`src/rtl/snn_event_capture.sv`:
```
// snn_event_capture
// Upstream stage of the convolution core. Pops raw spike words from the input
// event FIFO, decodes them into (x, y) and presents them on the capture side
// of the event interface. Timestep markers are consumed and signalled with a
// one-cycle pulse. Out-of-range spikes are consumed, dropped and counted.
//
// Ports:
//   clk, rst_n       clock (rising edge), asynchronous active-low reset
//   enable           permits new FIFO reads; an event in flight always completes
//   fifo_empty       event FIFO empty flag
//   fifo_rd_en       FIFO read strobe (standard FIFO, data valid next cycle)
//   fifo_rd_data     raw word {marker, x, y}
//   event_coord      packed {x, y}, held between events
//   event_valid      event_coord is valid
//   event_ready      convolution accepts the event
//   event_ack        convolution finished the accepted event
//   timestep_done    one-cycle pulse per consumed timestep marker
//   drop_count       saturating count of out-of-range spikes
//   busy             high whenever the FSM is not idle
//
// state    | meaning
// ---------+--------------------------------------------------------------
// IDLE     | waiting for enable and a non-empty FIFO; issues the read
// FETCH    | FIFO data valid this cycle; decode marker / range / event
// SEND     | event_valid high, coord held until event_ready
// WAIT_ACK | event accepted, waiting for event_ack before the next read
module snn_event_capture #(
    parameter int COORD_WIDTH     = 8,
    parameter int IMG_WIDTH       = 32,
    parameter int IMG_HEIGHT      = 32,
    parameter int FIFO_DATA_WIDTH = 2*COORD_WIDTH+1,
    parameter int DROP_CNT_WIDTH  = 16
) (
    input  logic                       clk,
    input  logic                       rst_n,
    input  logic                       enable,
    input  logic                       fifo_empty,
    output logic                       fifo_rd_en,
    input  logic [FIFO_DATA_WIDTH-1:0] fifo_rd_data,
    output logic [2*COORD_WIDTH-1:0]   event_coord,
    output logic                       event_valid,
    input  logic                       event_ready,
    input  logic                       event_ack,
    output logic                       timestep_done,
    output logic [DROP_CNT_WIDTH-1:0]  drop_count,
    output logic                       busy
);

    typedef enum logic [1:0] {
        IDLE,
        FETCH,
        SEND,
        WAIT_ACK
    } state_t;

    // Limits carried one bit wider than a coordinate so the compare stays
    // correct even when the image dimension equals 2**COORD_WIDTH.
    localparam logic [COORD_WIDTH:0] X_LIM = (COORD_WIDTH+1)'(IMG_WIDTH);
    localparam logic [COORD_WIDTH:0] Y_LIM = (COORD_WIDTH+1)'(IMG_HEIGHT);

    state_t state_q;
    state_t state_d;

    logic                   word_marker;
    logic [COORD_WIDTH-1:0] word_x;
    logic [COORD_WIDTH-1:0] word_y;
    logic                   word_in_range;

    assign word_marker   = fifo_rd_data[FIFO_DATA_WIDTH-1];
    assign word_x        = fifo_rd_data[2*COORD_WIDTH-1:COORD_WIDTH];
    assign word_y        = fifo_rd_data[COORD_WIDTH-1:0];
    assign word_in_range = ({1'b0, word_x} < X_LIM) && ({1'b0, word_y} < Y_LIM);

    assign event_valid = (state_q == SEND);
    assign busy        = (state_q != IDLE);

    always_comb begin
        state_d    = state_q;
        fifo_rd_en = 1'b0;
        case (state_q)
            IDLE: begin
                if (enable && !fifo_empty) begin
                    fifo_rd_en = 1'b1;
                    state_d    = FETCH;
                end
            end
            FETCH: begin
                if (word_marker || !word_in_range) begin
                    state_d = IDLE;
                end else begin
                    state_d = SEND;
                end
            end
            SEND: begin
                // ack only counts on the handshake cycle itself
                if (event_ready) begin
                    state_d = event_ack ? IDLE : WAIT_ACK;
                end
            end
            WAIT_ACK: begin
                if (event_ack) begin
                    state_d = IDLE;
                end
            end
            default: state_d = IDLE;
        endcase
    end

    always_ff @(posedge clk or negedge rst_n) begin
        if (!rst_n) begin
            state_q       <= IDLE;
            event_coord   <= '0;
            timestep_done <= 1'b0;
            drop_count    <= '0;
        end else begin
            state_q       <= state_d;
            timestep_done <= (state_q == FETCH) && word_marker;
            if ((state_q == FETCH) && !word_marker) begin
                if (word_in_range) begin
                    event_coord <= {word_x, word_y};
                end else if (drop_count != '1) begin
                    drop_count <= drop_count + DROP_CNT_WIDTH'(1);
                end
            end
        end
    end

endmodule
```
`config.mk`:
```
export PLATFORM = sky130hd
export DESIGN_NAME = snn_event_capture
export DESIGN_NICKNAME = d
export VERILOG_FILES = /design/src/rtl/snn_event_capture.sv
export SDC_FILE = /design/constraint.sdc
export NUM_CORES = 1
export LEC_CHECK = 0
export CORE_MARGIN = 2
export CORE_UTILIZATION = 38
export DETAILED_ROUTE_END_ITERATION = 12
export PLACE_DENSITY_LB_ADDON = 0.05
export SLEW_MARGIN = 20
export SYNTH_ARGS = -nofsm -noshare
export SYNTH_HDL_FRONTEND = slang
export SYNTH_SLANG_ARGS = --single-unit
export TNS_END_PERCENT = 5
```
`constraint.sdc`:
```
create_clock -name clk -period 1.7 [get_ports clk]
set_clock_uncertainty 0.15 [all_clocks]
set_input_delay 0.17 -clock clk [delete_from_list [all_inputs] [get_ports clk]]
set_output_delay 0.17 -clock clk [all_outputs]
set_load 0.02 [all_outputs]
```
==> results of run 1 <==
[kinds of logic after synthesis]
family                   share of synthesized area (%)
multiplexers                                      9.11
buffers and inverters                             2.02
XOR/XNOR                                          8.86
adder cells (fa/ha/maj)                          0.844
AO/OA/AOI/OAI                                     1.60
AND/OR/NAND/NOR                                   18.5
flip-flops                                        59.1
[cell usage in the layout, fill, tap and decap left out, drive strengths merged]
cell type      count
o31a               2
dfrtp             35
dlymetal6s2s       9
and3               6
ha                 1
or4b               1
nor2b              1
clkinv             2
buf               32
o21ai              1
or4                1
nand2              6
dlygate4sd2        6
bufinv             1
clkbuf             6
xnor2             12
or2                2
mux2              11
nor2               3
clkdlybuf4s50     38
xor2               3
nand3              4
nand4              8
nor3b              3
nor4bb             1
and2               7
clkdlybuf4s15      3
and3b              1
[sequential cells by signal, summed over array words and instances, names as in the netlist]
register       flops
drop_count        16
state_q            2
event_coord       16
timestep_done      1
[cell type report]
| cell class | count | area (um^2) |
|---|---|---|
| fillers | 263 | 1180 |
| flip-flops and latches | 35 | 876 |
| repair buffers | 89 | 862 |
| multi-input cells | 74 | 622 |
| clock buffers | 5 | 68.8 |
| well taps | 48 | 60.1 |
| clock inverters | 3 | 43.8 |
[through the flow]
stage | cells | TNS, ns | worst slack (ns)
floorplan | 112 | -4.52 | -0.298
global placement | 241 | -19.57 | -0.658
detailed placement | 241 | -20.85 | -0.714
CTS | 255 | -3.90 | -0.303
global route | 254 | -3.70 | -0.256
finish | 254 | -2.46 | -0.208
[worst min-delay path by stage]
stage / from / cells past startpoint / end
after global routing: rst_n / 2 / event_coord[13]
after CTS: rst_n / 2 / event_coord[8]
final: rst_n / 2 / event_coord[2]
after detailed placement: event_coord[7] / 1 / event_coord[7]
after floorplan: rst_n / 0 / drop_count[0]
after global placement: event_coord[14] / 1 / event_coord[14]
[what timing repair did]
item / 4_1_cts / 5_1_grt
buffers inserted: 4 / 1
setup endpoints to repair: 40 / 40
gates cloned: 2 / 0
resized for setup: 32 / 19
pin swaps: 4 / 11
[metal layers]
layer	share of wire, %	routed length, um	vias up	track usage (%)
li1	-	-	580	-
met1	42	1510	579	20.2
met2	51	1800	36	30.3
met3	5.8	207	6	5.24
met4	1.2	44	0	5.36
met5	0	0	-	0
[where the power goes]
group / leakage (nW) / internal, mW / switching [mW]
Clock: 0.0581 / 0.436 / 0.295
Combinational: 0.832 / 0.273 / 0.236
Sequential: 0.480 / 0.895 / 0.0495
Total: 1.37 / 1.60 / 0.580
==> results.py, run 1 <==
metrics = {
    "die": {
        "die_x_um": 66.5,
        "start_util_pct": 39.9,
        "rows": 22,
        "die_h_um": 66.5,
        "dieArea_um2": 4420,
        "fp.coreArea_um2": 3720,
        "io_pins": 59,
    },
    "worst_setup_path": {
        "crit_family": "simple AND/OR/NAND/NOR gates",
        "cp.depth": 4,
        "crit_path_max_incr_delay_ns": 0.55,
        "cp.required_ns": 1.72,
        "timing.rr.start": "state_q[1]",
        "critPathLaunch": "state_q[1]",
        "critPathCaptureType": "flip-flop",
        "reg2reg_depth": 4,
        "critPathKind": "reg -> reg",
        "slowest_stage": "or4b_4",
        "r2r_end": "event_coord[10]",
        "worstSetupStartpointType": "flip-flop",
        "critPathMaxFanout": 5,
        "worstPathArrival_ns": 1.93,
        "path_buf_inv": 1,
        "path_cells": "nor3b_2, or4b_4, buf_12, mux2_4",
        "r2r_slack_ns": -0.21,
        "setup.worst_path.end": "event_coord[10]",
    },
    "drt": {
        "dr.pass1.iters": 4,
        "viasPerCell": 4.73,
        "ant_nets": 0,
        "via_count": 1201,
        "drc": 0,
        "drt_iter0_markers": 51,
        "drt_wl_total_um": 3550,
        "wl_per_cell_um": 14.0,
    },
    "sta": {
        "finalHoldViolCount": 0,
        "finalCriticalPeriod_ns": 1.91,
        "finalMaxSlewViolations": 0,
        "rsz0062_at_grt": "true",
        "setup_violations": 23,
        "max_slew_margin_pct": 70.8,
        "hold_slack_ns": 0.150,
        "timing.fmax_mhz": 524,
        "worst_slack_ns": -0.208,
        "fin_crit_sh_pct": 112,
        "worstMarginPinSlew_ns": 0.439,
    },
    "clocking": {
        "clkTransAtPathRegs_ns": 0.07,
        "cts_hold_buffers": 0,
        "cts_tree": "done",
        "clkLatencyLatePin_ns": 0.28,
        "cts-root-buf": "clkbuf_8",
        "cts_buffers": 5,
        "cts_htree_levels": 2,
        "clockBufferDepth": 2,
        "cts_sinks": 35,
    },
    "synthesis": {
        "synth_seq_cells": 35,
        "synth_common_cells": "35 x dfrtp_1, 12 x xnor2_1, 8 x mux2_2, 8 x nand4_1",
        "synth_edf_count": 0,
        "ys_warn_count": 0,
        "netlist_instances": 112,
        "synth.distinct_cells": 26,
        "synth_area_leaders": "dfrtp_1 59%, xnor2_1 7.1%, mux2_2 6.1%",
        "yosys.area.top_type": "dfrtp_1",
        "syn_area_um2": 1480,
        "syn_nets": 136,
        "synth.top_cell.area_share_pct": 59.1,
        "synth-seq-area-share_pct": 59.1,
        "yosysMostFrequentCell": "dfrtp_1",
        "ys_async_sr_fraction_pct": 100,
        "synth_ff_type": "dfrtp_1",
        "avgSynthCellArea_um2": 13.2,
    },
    "finish": {
        "finalCoreUtilization_pct": 68.1,
        "drive_above_1_share_pct": 33.0,
        "insertedDiodeCount": 0,
        "syn_to_final_growth_pct": 70.8,
        "final_nets": 229,
        "final_cell_area_um2": 2530,
    },
    "power": {
        "power.density_nw_per_um2": 862,
        "p_leak_nw": 1.37,
        "fin_total_pwr_mw": 2.18,
        "peakVddDrop_mv": 0.698,
    },
    "grt": {
        "grt_pass1_wl_um": 5680,
        "gr-total-overflow": 0,
        "antenna_found_initial": 0,
        "grt_max_degree": 36,
        "grt_usage_pct": 17.3,
        "grt_pass1_vias": 1269,
    },
    "placement": {
        "dpl-instance-area_um2": 2290,
        "port_buffers": 58,
        "gp_congestion": 0.840,
        "place_hpwl_um": 2550,
    },
    "status": {
        "status": "complete, but fails checks",
        "failed_checks": "negative setup slack",
    },
    "min_path": {
        "hold_path_class": "in -> async",
    },
    "job": {
        "maxCapViolCount": 0,
    },
}
Note: power is estimated with default switching activity, not from simulation.
==> run 2: changes to the inputs <==
- CELL_PAD_IN_SITES_DETAIL_PLACEMENT: default -> 1
- CELL_PAD_IN_SITES_GLOBAL_PLACEMENT: default -> 2
- CORE_MARGIN: 2 -> 4
- CORE_UTILIZATION: 38 -> 24
==> run 2 against run 1 <==
The run still ends with negative setup slack left. Core utilization is 26 points lower. Combinational power rose by 0.8%. Flip-flop and latch count is the same. Clock-buffer cell count increased by 2. Via count rose by 2.6%. Die area up 70%. Register-to-register slack is essentially flat. Design area down 1.0%. Fmax is 0.64% lower. Critical path type is now in -> reg.
==> results.py, run 2 (same netlist as run 1, synthesis figures left out) <==
metrics = {
    "grt": {
        "grt_max_degree": 36,
        "grt_usage_pct": 12.1,
        "grt_pass1_wl_um": 6940,
        "gr-total-overflow": 0,
        "grt_pass1_vias": 1417,
        "antenna_found_initial": 0,
    },
    "drt": {
        "via_count": 1232,
        "wl_met3_um": 273,
        "top_layer": "met4",
        "drt_wl_total_um": 4270,
        "ant_nets": 0,
        "wl_per_cell_um": 15.2,
        "viasPerCell": 4.40,
        "dr.pass1.iters": 4,
        "drt_iter0_markers": 36,
        "met1_length_um": 1700,
        "route.met2.wl_um": 2240,
        "drc": 0,
    },
    "placement": {
        "post-place-ws_ns": -0.698,
        "gp_congestion": 0.730,
        "port_buffers": 58,
        "place_hpwl_um": 3090,
        "dpl.cell_count": 268,
    },
    "die": {
        "fp.coreArea_um2": 5960,
        "rows": 28,
        "die_x_um": 86.6,
        "die_h_um": 86.6,
        "io_pins": 59,
        "start_util_pct": 24.9,
        "dieArea_um2": 7500,
    },
    "worst_setup_path": {
        "worstPathArrival_ns": 1.94,
        "critPathMaxFanout": 5,
        "critPathCaptureType": "flip-flop",
        "critPathKind": "in -> reg",
        "worstSetupStartpointType": "input port",
        "cp.required_ns": 1.72,
    },
    "status": {
        "status": "complete, but fails checks",
        "failed_checks": "negative setup slack",
    },
    "min_path": {
        "hold_path_class": "in -> async",
    },
    "sta": {
        "tns_ns": -2.37,
        "timing.fmax_mhz": 521,
        "worstMarginPinSlew_ns": 0.463,
        "max_slew_margin_pct": 69.1,
        "fin_crit_sh_pct": 113,
        "worst_slack_ns": -0.220,
        "finalHoldViolCount": 0,
        "setup_violations": 18,
        "rsz0062_at_grt": "true",
        "finalMaxSlewViolations": 0,
        "finalCriticalPeriod_ns": 1.92,
    },
    "power": {
        "p_leak_nw": 1.32,
        "peakVddDrop_mv": 0.553,
        "power.density_nw_per_um2": 809,
    },
    "finish": {
        "insertedDiodeCount": 0,
        "drive_above_1_share_pct": 31.2,
        "final_nets": 228,
        "fill_cells": 667,
        "syn_to_final_growth_pct": 69.0,
        "final_cell_mix": "35 x dfrtp_1, 35 x clkdlybuf4s50_1, 27 x buf_4, 12 x xnor2_1, 12 x dlygate4sd2_1",
        "finalCoreUtilization_pct": 42.1,
        "reg_top3": "drop_count x16, event_coord x16, state_q x2",
        "fin_cells": 280,
    },
    "clocking": {
        "cts_tree": "done",
        "clockBufferDepth": 2,
        "cts-root-buf": "clkbuf_8",
        "clkLatencyLatePin_ns": 0.29,
        "cts_sinks": 35,
        "clkTransAtPathRegs_ns": 0.07,
        "cts_buffers": 5,
        "cts_htree_levels": 2,
    },
    "job": {
        "maxCapViolCount": 0,
    },
}
[run 2: cell type report]
| type | count | area (um^2) | share of cell area [%] |
|---|---|---|---|
| clock buffers | 7 | 76.3 | 3.05 |
| clock inverters | 1 | 5.00 | 0.200 |
| multi-input cells | 74 | 614 | 24.5 |
| flip-flops and latches | 35 | 876 | 34.9 |
| well taps | 75 | 93.8 | 3.74 |
| repair buffers | 88 | 841 | 33.5 |
[run 2: routing by layer]
metal | GRT usage [%] | vias to the layer above
met5 | 0 | -
met4 | 4.11 | 0
met3 | 4.37 | 7
met2 | 21.1 | 33
met1 | 13.6 | 616
li1 | - | 576
[run 2: power by group]
part | internal, mW | switching (mW) | total (mW)
logic | 0.261 | 0.252 | 0.513
registers | 0.894 | 0.0352 | 0.930
clock network | 0.287 | 0.297 | 0.584
[run 2: path summary, 6_finish.rpt]
path / start / to / slack, ns / depth (start not counted)
min reg2reg: event_coord[7] / event_coord[7] / 0.36 / 1
min: rst_n / timestep_done / 0.30 / 3
min in group clk: fifo_rd_data[13] / state_q[1] / 0.34 / 5
max: fifo_rd_data[14] / event_coord[12] / -0.22 / 5
max reg2reg: state_q[1] / event_coord[12] / -0.20 / 4
max in group asynchronous: rst_n / drop_count[13] / 0.77 / 3
[run 2: timing repair]
item                       CTS  global route
pin swaps                    9             5
setup endpoints to repair   46            33
setup buffers                1             0
resized for setup           46             5
hold buffers                 1             0
hold endpoints to repair    35             0
gates cloned                 2             0
[run 2: worst max-delay path: stages]
cell and delay, ns:
clkdlybuf4s15_1 0.17, or4_4 0.52, or4b_4 0.62, buf_12 0.18
mux2_4 0.29
[run 2: through the flow]
| stage | power (mW) | cell area [um^2] | hold WS (ns) |
|---|---|---|---|
| finish | 2.03 | 2510 | 0.299 |
| global route | 2.16 | 2510 | 0.335 |
| CTS | 2.07 | 2490 | 0.318 |
| detailed placement | 1.50 | 2320 | 0.0942 |
| global placement | 1.49 | 2320 | 0.0863 |
| floorplan | 1.15 | 1480 | -0.276 |
